===== src/rtl/rf_write_arbiter.sv =====
// rtl/rf_write_arbiter.sv - round-robin arbiter for the register-file write port, with a soft-clear sweep
module rf_write_arbiter #(
  parameter int NUM_REQ    = 3,
  parameter int DATA_WIDTH = 32,
  parameter int ADDR_WIDTH = 5,
  localparam int GW = (NUM_REQ > 1) ? $clog2(NUM_REQ) : 1
) (
  input  logic                           CLK,
  input  logic                           RESET,
  input  logic [NUM_REQ-1:0]             REQ_VALID,
  output logic [NUM_REQ-1:0]             REQ_READY,
  input  logic [NUM_REQ*ADDR_WIDTH-1:0]  REQ_ADDRESS,
  input  logic [NUM_REQ*DATA_WIDTH-1:0]  REQ_DATA,
  input  logic                           CLEAR_START,
  output logic                           CLEAR_BUSY,
  output logic [GW-1:0]                  GRANT_ID,
  output logic                           WRITE_ENABLE,
  output logic [ADDR_WIDTH-1:0]          WRITE_ADDRESS,
  output logic [DATA_WIDTH-1:0]          WRITE_DATA
);

  typedef enum logic {RUN, CLEAR} state_t;

  localparam logic [GW-1:0]       LAST_INIT = GW'(NUM_REQ - 1);
  // Sweep counter is one bit wider than an address so the terminal compare never wraps
  localparam logic [ADDR_WIDTH:0] SWEEP_END = (ADDR_WIDTH + 1)'((1 << ADDR_WIDTH) - 1);

  state_t                state, state_next;
  logic [GW-1:0]         last;
  logic [ADDR_WIDTH:0]   sweep;
  logic                  grant_any;
  logic [GW-1:0]         grant_idx;
  logic [GW-1:0]         idx;
  logic [ADDR_WIDTH-1:0] req_addr [NUM_REQ];
  logic [DATA_WIDTH-1:0] req_data [NUM_REQ];

  for (genvar i = 0; i < NUM_REQ; i++) begin : g_unpack
    assign req_addr[i] = REQ_ADDRESS[i*ADDR_WIDTH +: ADDR_WIDTH];
    assign req_data[i] = REQ_DATA[i*DATA_WIDTH +: DATA_WIDTH];
  end

  always_ff @(posedge CLK or posedge RESET) begin
    if (RESET) state <= RUN;
    else       state <= state_next;
  end

  always_comb begin
    state_next = state;
    case (state)
      RUN:     if (CLEAR_START) state_next = CLEAR;
      CLEAR:   if (sweep == SWEEP_END) state_next = RUN;
      default: state_next = RUN;
    endcase
  end

  // Grant goes to the first valid requester after the last one served
  always_comb begin
    REQ_READY  = '0;
    grant_any  = 1'b0;
    grant_idx  = '0;
    idx        = '0;
    CLEAR_BUSY = (state == CLEAR);
    if (state == RUN && !CLEAR_START && !RESET) begin
      for (int k = 1; k <= NUM_REQ; k++) begin
        idx = GW'((int'(last) + k) % NUM_REQ);
        if (!grant_any && REQ_VALID[idx]) begin
          grant_any = 1'b1;
          grant_idx = idx;
        end
      end
      if (grant_any) REQ_READY[grant_idx] = 1'b1;
    end
  end

  always_ff @(posedge CLK or posedge RESET) begin
    if (RESET) begin
      WRITE_ENABLE  <= 1'b0;
      WRITE_ADDRESS <= '0;
      WRITE_DATA    <= '0;
      GRANT_ID      <= '0;
      last          <= LAST_INIT;
      sweep         <= '0;
    end else begin
      case (state)
        RUN: begin
          if (CLEAR_START) begin
            WRITE_ENABLE <= 1'b0;
            sweep        <= (ADDR_WIDTH + 1)'(1);
          end else if (grant_any) begin
            // Address 0 is hard-wired zero: accept the write but keep it off the port
            WRITE_ENABLE  <= (req_addr[grant_idx] != '0);
            WRITE_ADDRESS <= req_addr[grant_idx];
            WRITE_DATA    <= req_data[grant_idx];
            GRANT_ID      <= grant_idx;
            last          <= grant_idx;
          end else begin
            WRITE_ENABLE <= 1'b0;
          end
        end
        CLEAR: begin
          WRITE_ENABLE  <= 1'b1;
          WRITE_ADDRESS <= sweep[ADDR_WIDTH-1:0];
          WRITE_DATA    <= '0;
          sweep         <= sweep + 1'b1;
        end
        default: WRITE_ENABLE <= 1'b0;
      endcase
    end
  end

endmodule


===== config.mk =====
export PLATFORM = sky130hd
export DESIGN_NAME = rf_write_arbiter
export DESIGN_NICKNAME = d
export VERILOG_FILES = /design/src/rtl/rf_write_arbiter.sv
export SDC_FILE = /design/constraint.sdc
export NUM_CORES = 1
export LEC_CHECK = 0
export ABC_AREA = 1
export CAP_MARGIN = 20
export CORE_MARGIN = 3
export CORE_UTILIZATION = 43
export DETAILED_ROUTE_END_ITERATION = 10
export PLACE_DENSITY = 0.9
export RECOVER_POWER = 100
export SLEW_MARGIN = 20
export SYNTH_ARGS = -nofsm -noshare
export SYNTH_HDL_FRONTEND = slang
export SYNTH_SLANG_ARGS = --single-unit
export TNS_END_PERCENT = 20

===== constraint.sdc =====
create_clock -name CLK -period 7 [get_ports CLK]
set_input_delay 2.1 -clock CLK [delete_from_list [all_inputs] [get_ports CLK]]
set_output_delay 2.1 -clock CLK [all_outputs]
set_load 0.1 [all_outputs]

==> results.md, run 1 <==
* VDD IR max at 0.000101 V
* First drt pass iteration count at 4
* Static leakage at 2.15 nW
* DRC errors left at 0
* Largest net degree at the start of global routing at 49
* CTS Buf Count at 5
* Grt total ovfl at 0
* Pwr dens at 198 nW/µm²
* Diode count at 0
* Clk buf depth at 2
* Place WS at 1.06 ns
* Root Buffer: clkbuf_8
* Die X-Extent at around 91 µm
* Via-per-instance ratio at around 5.2
* Slew HR at -47.8%
* Max-slew violations at roughly 50
* Worst Hold Path EP: WRITE_DATA[15]
* Post-DP HPWL at 7890 µm
* Post-CTS setup buffer count at 0
* Port Buffers at 160
* Flop2flop setup slack at around 2.8 ns
* Syn Inst Count at 380
* Post-layout min period at 6.28 ns
* Clock Skews at 0.00854 ns
* Number of global-route vias before repair at 3386
* Fmax at 0.159 GHz
* Die area at 8270 µm²
* Initial antenna violation count at 0
* Syn Nets at 502
* PostCTS Resize Cnt at 0
* Synth Warn # at 0
* Clock transition at path regs at around 0.090 ns
* Routed wire length at 10500 µm
* Syn avg cell area at 8.17 µm²
* Final antenna-violating net count at 0
* Worst R2R Start: GRANT_ID[0]
* First-pass GRT wire length at 16500 µm
* Hold path depth at 2
* Tightest Pin Transition at roughly 2.2 ns
* Core ar. at 6910 µm²
* Async S/R FF share, synth at 100%
* R2R depth at 12
* GP Congestion at about 0.9
* Die height at 91.0 µm
* Sequential fraction of the synthesis area at about two fifths
* Status: finished, violations left
* Drt initial violations at 152
* Worst hold path startpoint: WRITE_DATA[15]
* H-tree level count at 2
* Synth unique cells at 33
* Io pins at 161
* Failing checks: max-capacitance violations, max-slew violations
* Number of placed cells counting well taps at 617
* Latest clock arrival within the worst-skew pair at 0.30 ns
* Final WS setup at 0.717 ns
* Crit path required time at 4.90 ns
* Final Setup Violations at 0
* Worst setup EP type: output port
* Hold Fails Final Rpt at 0
* Top_reg_cell synth: dfrtp_1
* Worst hold-check path type: flip-flop to flip-flop
* Total of max-cap violations at 1
* Routed len/inst at 16.7 µm
* Element type at the critical path start: input pin
* Post-synthesis instance area at 3100 µm²
* CTS tree: done
* RR Endpoint: WRITE_DATA[8]
* Nets at 650
* Data arrival time of the worst path at 4.18 ns
* # hold bufs at CTS at 0
* CP Max Fanout at 8
* Period utilisation layout at between 80 and 90%
* RSZ-0062 raised after global routing: no
* Initial core utilization at between 40% and 50%
* Total power at about 940 µW
* GRT Overall Usage at 24.8%
* Via count at 3268
* Row cnt at 30
* Final sum of negative setup slack at 0 ns
* Yosys reg bits at 48
* WS Path Type: input pin to output port
* Post-synth EDFFs at 0
* Total clock sinks at between 40 and 50
* Layout area overhead at 52.7%
* Worst Hold Slack at approximately 0.5 ns
* Fin cells at about 630
* Layout cells sized above 1 at under 10%
## critical path, cell delays in order
cell and delay, ns:
dlygate4sd3_1 0.55, nor2_1 0.18, inv_1 0.12, nor2_1 0.41, nand2_2 0.24, nor2_1 0.18
and2_1 0.21, buf_12 0.19
## kinds of logic (layout without fill, tap and decap cells)
group                      count (synthesis)  after routing  synth area share (%)
and+or+nand+nor                          212            212                  32.4
AOI/OAI and AO/OA                         60             60                  17.0
adders and majority gates                  5              5                  2.02
buffers and inverters                     55            204                  9.87
DFF                                       48             48                  38.7
## flip-flops by register name, summed over array words and instances, names as in the netlist
name           cells
GRANT_ID           2
sweep              6
last               1
WRITE_ENABLE       1
WRITE_ADDRESS      5
WRITE_DATA        32
CLEAR_BUSY         1
## layer usage
layer	wire, µm	share of wire (%)	up-vias	global-route usage, %
li1	-	-	1570	-
met1	4170	40	1534	29.5
met2	5290	51	141	43.9
met3	679	6.5	23	5.14
met4	314	3.0	0	9.30
met5	0	0	-	0
## per-stage QoR
step	cell area, µm²	util [%]
2_1_floorplan	3110	-
3_3_place_gp	4700	68.0
3_5_place_dp	4700	68.0
4_1_cts	4860	70.3
5_1_grt	4740	68.6
6_report	4740	68.6
## cells in the mapped netlist, types with 7 or more instances
cell,instances,share of area (%)
nand2_1,112,14
dfrtp_1,47,38
nand3_1,37,6.0
inv_1,27,3.3
o211ai_2,22,8.9
o211ai_1,18,4.4
or2_1,14,2.8
or2_0,13,2.6
nor2_1,11,1.3
buf_6,9,3.3
buf_2,7,1.1
nand4_1,7,1.4
o21ai_1,7,1.1
## worst max-delay path by stage
stage / endpoint / depth (start not counted) / startpoint
after floorplan: REQ_READY[1] / 7 / REQ_VALID[2]
after global placement: REQ_READY[1] / 10 / REQ_VALID[1]
after detailed placement: REQ_READY[1] / 10 / REQ_VALID[1]
after CTS: REQ_READY[1] / 10 / REQ_VALID[1]
after global routing: REQ_READY[0] / 8 / CLEAR_START
final: REQ_READY[0] / 8 / CLEAR_START
## where the power goes
group | total, mW | internal [mW] | switching (mW)
Combinational | 0.349 | 0.115 | 0.234
Clock | 0.277 | 0.179 | 0.0986
Sequential | 0.311 | 0.298 | 0.0131
Total | 0.937 | 0.591 | 0.346
## cell type report
class,count,area (µm²)
Clock buffer,5,68.8
Timing Repair Buffer,163,1640
Tap cell,96,120
Clock inverter,3,90.1
Multi-Input combinational cell,277,1490
Sequential cell,48,1200
Fill cell,566,2170
Inverter,33,128
## cells in the final DEF (no fill, tap or decap), types with 7 or more instances in the layout
cell             synthesis  routed
o21ai_0                  5      10
inv_1                   27      27
nand3_1                 37      38
nand2_1                112     113
clkdlybuf4s50_1          0     114
dfrtp_1                 47      47
or2_0                   13      13
nor2_1                  11      11
or2_1                   14      14
dlygate4sd3_1            0      43
o211ai_1                18      37
nand4_1                  7       7
No activity file was read; power rests on OpenSTA's default activity.
==> run 2, diff against run 1 <==
--- a/config.mk
+++ b/config.mk
@@ -5,12 +5,11 @@
 export SDC_FILE = /design/constraint.sdc
 export NUM_CORES = 1
 export LEC_CHECK = 0
-export ABC_AREA = 1
 export CAP_MARGIN = 20
 export CORE_MARGIN = 3
-export CORE_UTILIZATION = 43
+export CORE_UTILIZATION = 40
 export DETAILED_ROUTE_END_ITERATION = 10
-export PLACE_DENSITY = 0.9
+export PLACE_DENSITY = 0.87
 export RECOVER_POWER = 100
 export SLEW_MARGIN = 20
 export SYNTH_ARGS = -nofsm -noshare
==> results.md, run 2 <==
* Io pins at 161 (unchanged)
* CP cell instances: dlygate4sd3_1, mux2i_1, o21ai_0, o31ai_2, nand2b_1, nor3_1, buf_12 (was dlygate4sd3_1, nor2_1, inv_1, nor2_1, nand2_2, nor2_1, and2_1, buf_12)
* Yosys top cell by area: dfrtp_1 (unchanged)
* Grt total ovfl at 0 (unchanged)
* GRT Overall Usage at 22.8% (was 24.8%)
* Row cnt at 30 (unchanged)
* CP peak stage delay at 0.65 ns (was 0.55 ns)
* Commonest cells post-synth: dfrtp_1 (47), mux2i_1 (31), o21ai_1 (29) (was nand2_1 (112), dfrtp_1 (47), nand3_1 (37))
* GP Congestion at 0.956 (was 0.897)
* Synth top area share at 40.2% (was 37.9%)
* Synth unique cells at 50 (was 33)
* # hold bufs at CTS at 0 (unchanged)
* Period utilisation layout at 89.7% (was 89.8%)
* Post-DP HPWL at 7340 µm (was 7890 µm)
* Port Buffers at 160 (unchanged)
* H-tree level count at 2 (unchanged)
* Tightest Pin Transition at 2.13 ns (was 2.20 ns)
* Biggest register: WRITE_DATA (unchanged)
* Hold Fails Final Rpt at 0 (unchanged)
* Slew HR at -42.0% (was -47.8%)
* Initial antenna violation count at 0 (unchanged)
* Layout cells sized above 1 at 5.72% (was 6.62%)
* Die area at 8370 µm² (was 8270 µm²)
* Slowest stage cell on the critical path: dlygate4sd3_1 (unchanged)
* Root Buffer: clkbuf_8 (unchanged)
* Final antenna-violating net count at 0 (unchanged)
* CTS tree: done (unchanged)
* DRC errors left at 0 (unchanged)
* Layout area overhead at 58.1% (was 52.7%)
* Initial core utilization at 42.1% (was 44.9%)
* Routed len/inst at 18.0 µm (was 16.7 µm)
* Yosys reg bits at 48 (unchanged)
* Final Setup Violations at 0 (unchanged)
* Switching portion of total power at 45.0% (was 36.9%)
* Crit path required time at 4.90 ns (about the same)
* Async S/R FF share, synth at 100% (unchanged)
* Clock transition at path regs at 0.08 ns (was 0.09 ns)
* Buf/Inv on CP at 2 (was 3)
* Power share of the combinational group at 51.0% (was 37.3%)
* CTS Buf Count at 5 (unchanged)
* Commonest non-fill, non-tap cell in the layout: clkdlybuf4s50_1 (unchanged)
* Fmax at 0.159 GHz (about the same)
* VDD IR max at 0.000136 V (was 0.000101 V)
* CP delay by family, top: buffers and inverters (was simple AND/OR/NAND/NOR gates)
* WS Path Type: input pin to output port (unchanged)
* Nets at 558 (was 650)
* Routed wire length at 9620 µm (was 10500 µm)
* Diode count at 0 (unchanged)
* Top Registers: WRITE_DATA (32), sweep (6), WRITE_ADDRESS (5) (unchanged)
* Latest clock arrival within the worst-skew pair at 0.31 ns (was 0.30 ns)
* First drt pass iteration count at 5 (was 4)
* Worst setup EP type: output port (unchanged)
* Core ar. at 6940 µm² (was 6910 µm²)
* Most frequent cells in the layout: clkdlybuf4s50_1 (113), dfrtp_1 (47), dlygate4sd3_1 (44) (was clkdlybuf4s50_1 (114), nand2_1 (113), dfrtp_1 (47))
* Post-layout min period at 6.28 ns (about the same)
* Clock Power Share at 16.9% (was 29.6%)
* Number of global-route vias before repair at 2959 (was 3386)
* PostCTS Resize Cnt at 0 (unchanged)
* RSZ-0062 raised after global routing: no (unchanged)
* Placed Area at 4550 µm² (was 4700 µm²)
* Largest net degree at the start of global routing at 49 (unchanged)
* Static leakage at 1.93 nW (was 2.15 nW)
* Syn Inst Count at 288 (was 380)
* Via-per-instance ratio at 5.50 (was 5.23)
* Post-synth EDFFs at 0 (unchanged)
* Element type at the critical path start: input pin (unchanged)
* Total of max-cap violations at 2 (was 1)
* Failing checks: max-capacitance violations, max-slew violations (unchanged)
* P_int at 649 µW (was 591 µW)
* Top_reg_cell synth: dfrtp_1 (unchanged)
* Clock Skews at 0.00764 ns (was 0.00854 ns)
* Total power at 1.18 mW (was 937 µW)
* Fin area at 4620 µm² (was 4740 µm²)
* Switch Pwr at 532 µW (was 346 µW)
* Worst hold-check path type: flip-flop to flip-flop (unchanged)
* Synth Warn # at 0 (unchanged)
* Die height at 91.5 µm (was 91.0 µm)
* Drt initial violations at 151 (was 152)
* Syn avg cell area at 10.1 µm² (was 8.17 µm²)
* Post-synthesis instance area at 2920 µm² (was 3100 µm²)
* Post-CTS setup buffer count at 0 (unchanged)
* Pwr dens at 256 nW/µm² (was 198 nW/µm²)
* Data arrival time of the worst path at 4.18 ns (about the same)
* First-pass GRT wire length at 15300 µm (was 16500 µm)
* Syn Nets at 410 (was 502)
* Sequential fraction of the synthesis area at 41.1% (was 38.7%)
* Max-slew violations at 95 (was 49)
* Final sum of negative setup slack at 0 ns (unchanged)
* Via count at 2931 (was 3268)
* Status: finished, violations left (unchanged)
* CP Max Fanout at 6 (was 8)
* Sequential share of power at 32.0% (was 33.2%)
* Clk buf depth at 2 (unchanged)
* Total clock sinks at 48 (unchanged)
* Area contributors post-synth: dfrtp_1 (40%), mux2i_1 (11%), a22oi_1 (7.2%) (was dfrtp_1 (38%), nand2_1 (14%), o211ai_2 (8.9%))
* Die X-Extent at 91.5 µm (was 91.0 µm)
* Most frequent cell after synthesis: dfrtp_1 (was nand2_1)
* Max FFs per register at 32 (unchanged)
-- run 2: cell count changes after synthesis, moves of 9 or more --
cell	delta
mux2i_1	+31
a22oi_1	+26
o21ai_1	+22
inv_1	-22
o211ai_2	-21
or2_0	-13
or2_1	-14
buf_6	-9
o211ai_1	-18
nand3_1	-33
nand2_1	-94
clkbuf_1	+10
-- run 2: logic make-up (layout without fill, tap and decap cells) --
logic type               Yosys count  after routing  synth area share [%]
AO/OA/AOI/OAI                    100            100                  25.0
XOR/XNOR                           3              3                 0.899
adder cells (fa/ha/maj)            5              5                  2.14
buffers and inverters             29            178                  6.16
flip-flops                        48             48                  41.1
multiplexers                      33             33                  11.4
AND/OR/NAND/NOR                   70             70                  13.3
-- run 2: path summary, 6_finish.rpt --
path                               from        endpoint  slack (ns)  cells past startpoint
hold reg to reg             GRANT_ID[1]     GRANT_ID[1]        0.47                      2
hold / removal              GRANT_ID[1]     GRANT_ID[1]        0.47                      2
min in group asynchronous         RESET        sweep[0]        2.87                      2
setup / recovery           REQ_VALID[2]    REQ_READY[0]        0.72                      7
max in group asynchronous         RESET  WRITE_DATA[20]        3.17                      2
setup reg to reg            GRANT_ID[0]    WRITE_ENABLE        2.42                      8
-- run 2: power by group through the flow --
stage / Clock [mW] / Combinational [mW] / Sequential [mW]
2_1_floorplan: 0 / 0.283 / 0.547
3_3_place_gp: 0 / 0.607 / 0.383
3_5_place_dp: 0 / 0.622 / 0.385
4_1_cts: 0.205 / 0.625 / 0.381
5_1_grt: 0.215 / 0.644 / 0.387
6_report: 0.200 / 0.602 / 0.378
-- run 2: worst register-to-register path, cell delays in order (launching register included) --
cell	delay, ns
dfrtp_1	0.42
inv_1	0.08
ha_1	0.49
mux2_2	0.38
a221oi_1	0.59
o21a_1	1.63
mux2_1	0.44
a211oi_2	0.24
a41oi_2	0.12
-- run 2: layout make-up --
class                   instances  area, µm²
repair buffers                165       1650
clock buffers                   6       72.6
inverters                       5       20.0
clock inverters                 2       35.0
flip-flops and latches         48       1200
well taps                      96        120
fillers                       551       2320
multi-input cells             211       1520
-- run 2: stage by stage --
step	utilization (%)	hold slack, ns	std cells	setup slack [ns]
2_1_floorplan	-	0.452	288	0.637
3_3_place_gp	65.5	0.468	525	1.06
3_5_place_dp	65.5	0.465	525	0.991
4_1_cts	67.0	0.487	533	0.991
5_1_grt	66.5	0.514	533	0.541
6_report	66.5	0.474	533	0.721
-- run 2: routing by layer --
layer  track usage [%]  vias to the layer above  part of all wire, %
li1                  -                     1369                    -
met1              27.0                     1405                   37
met2              39.6                      137                   53
met3              6.05                       20                  7.3
met4              7.66                        0                  2.4
met5                 0                        -                    0
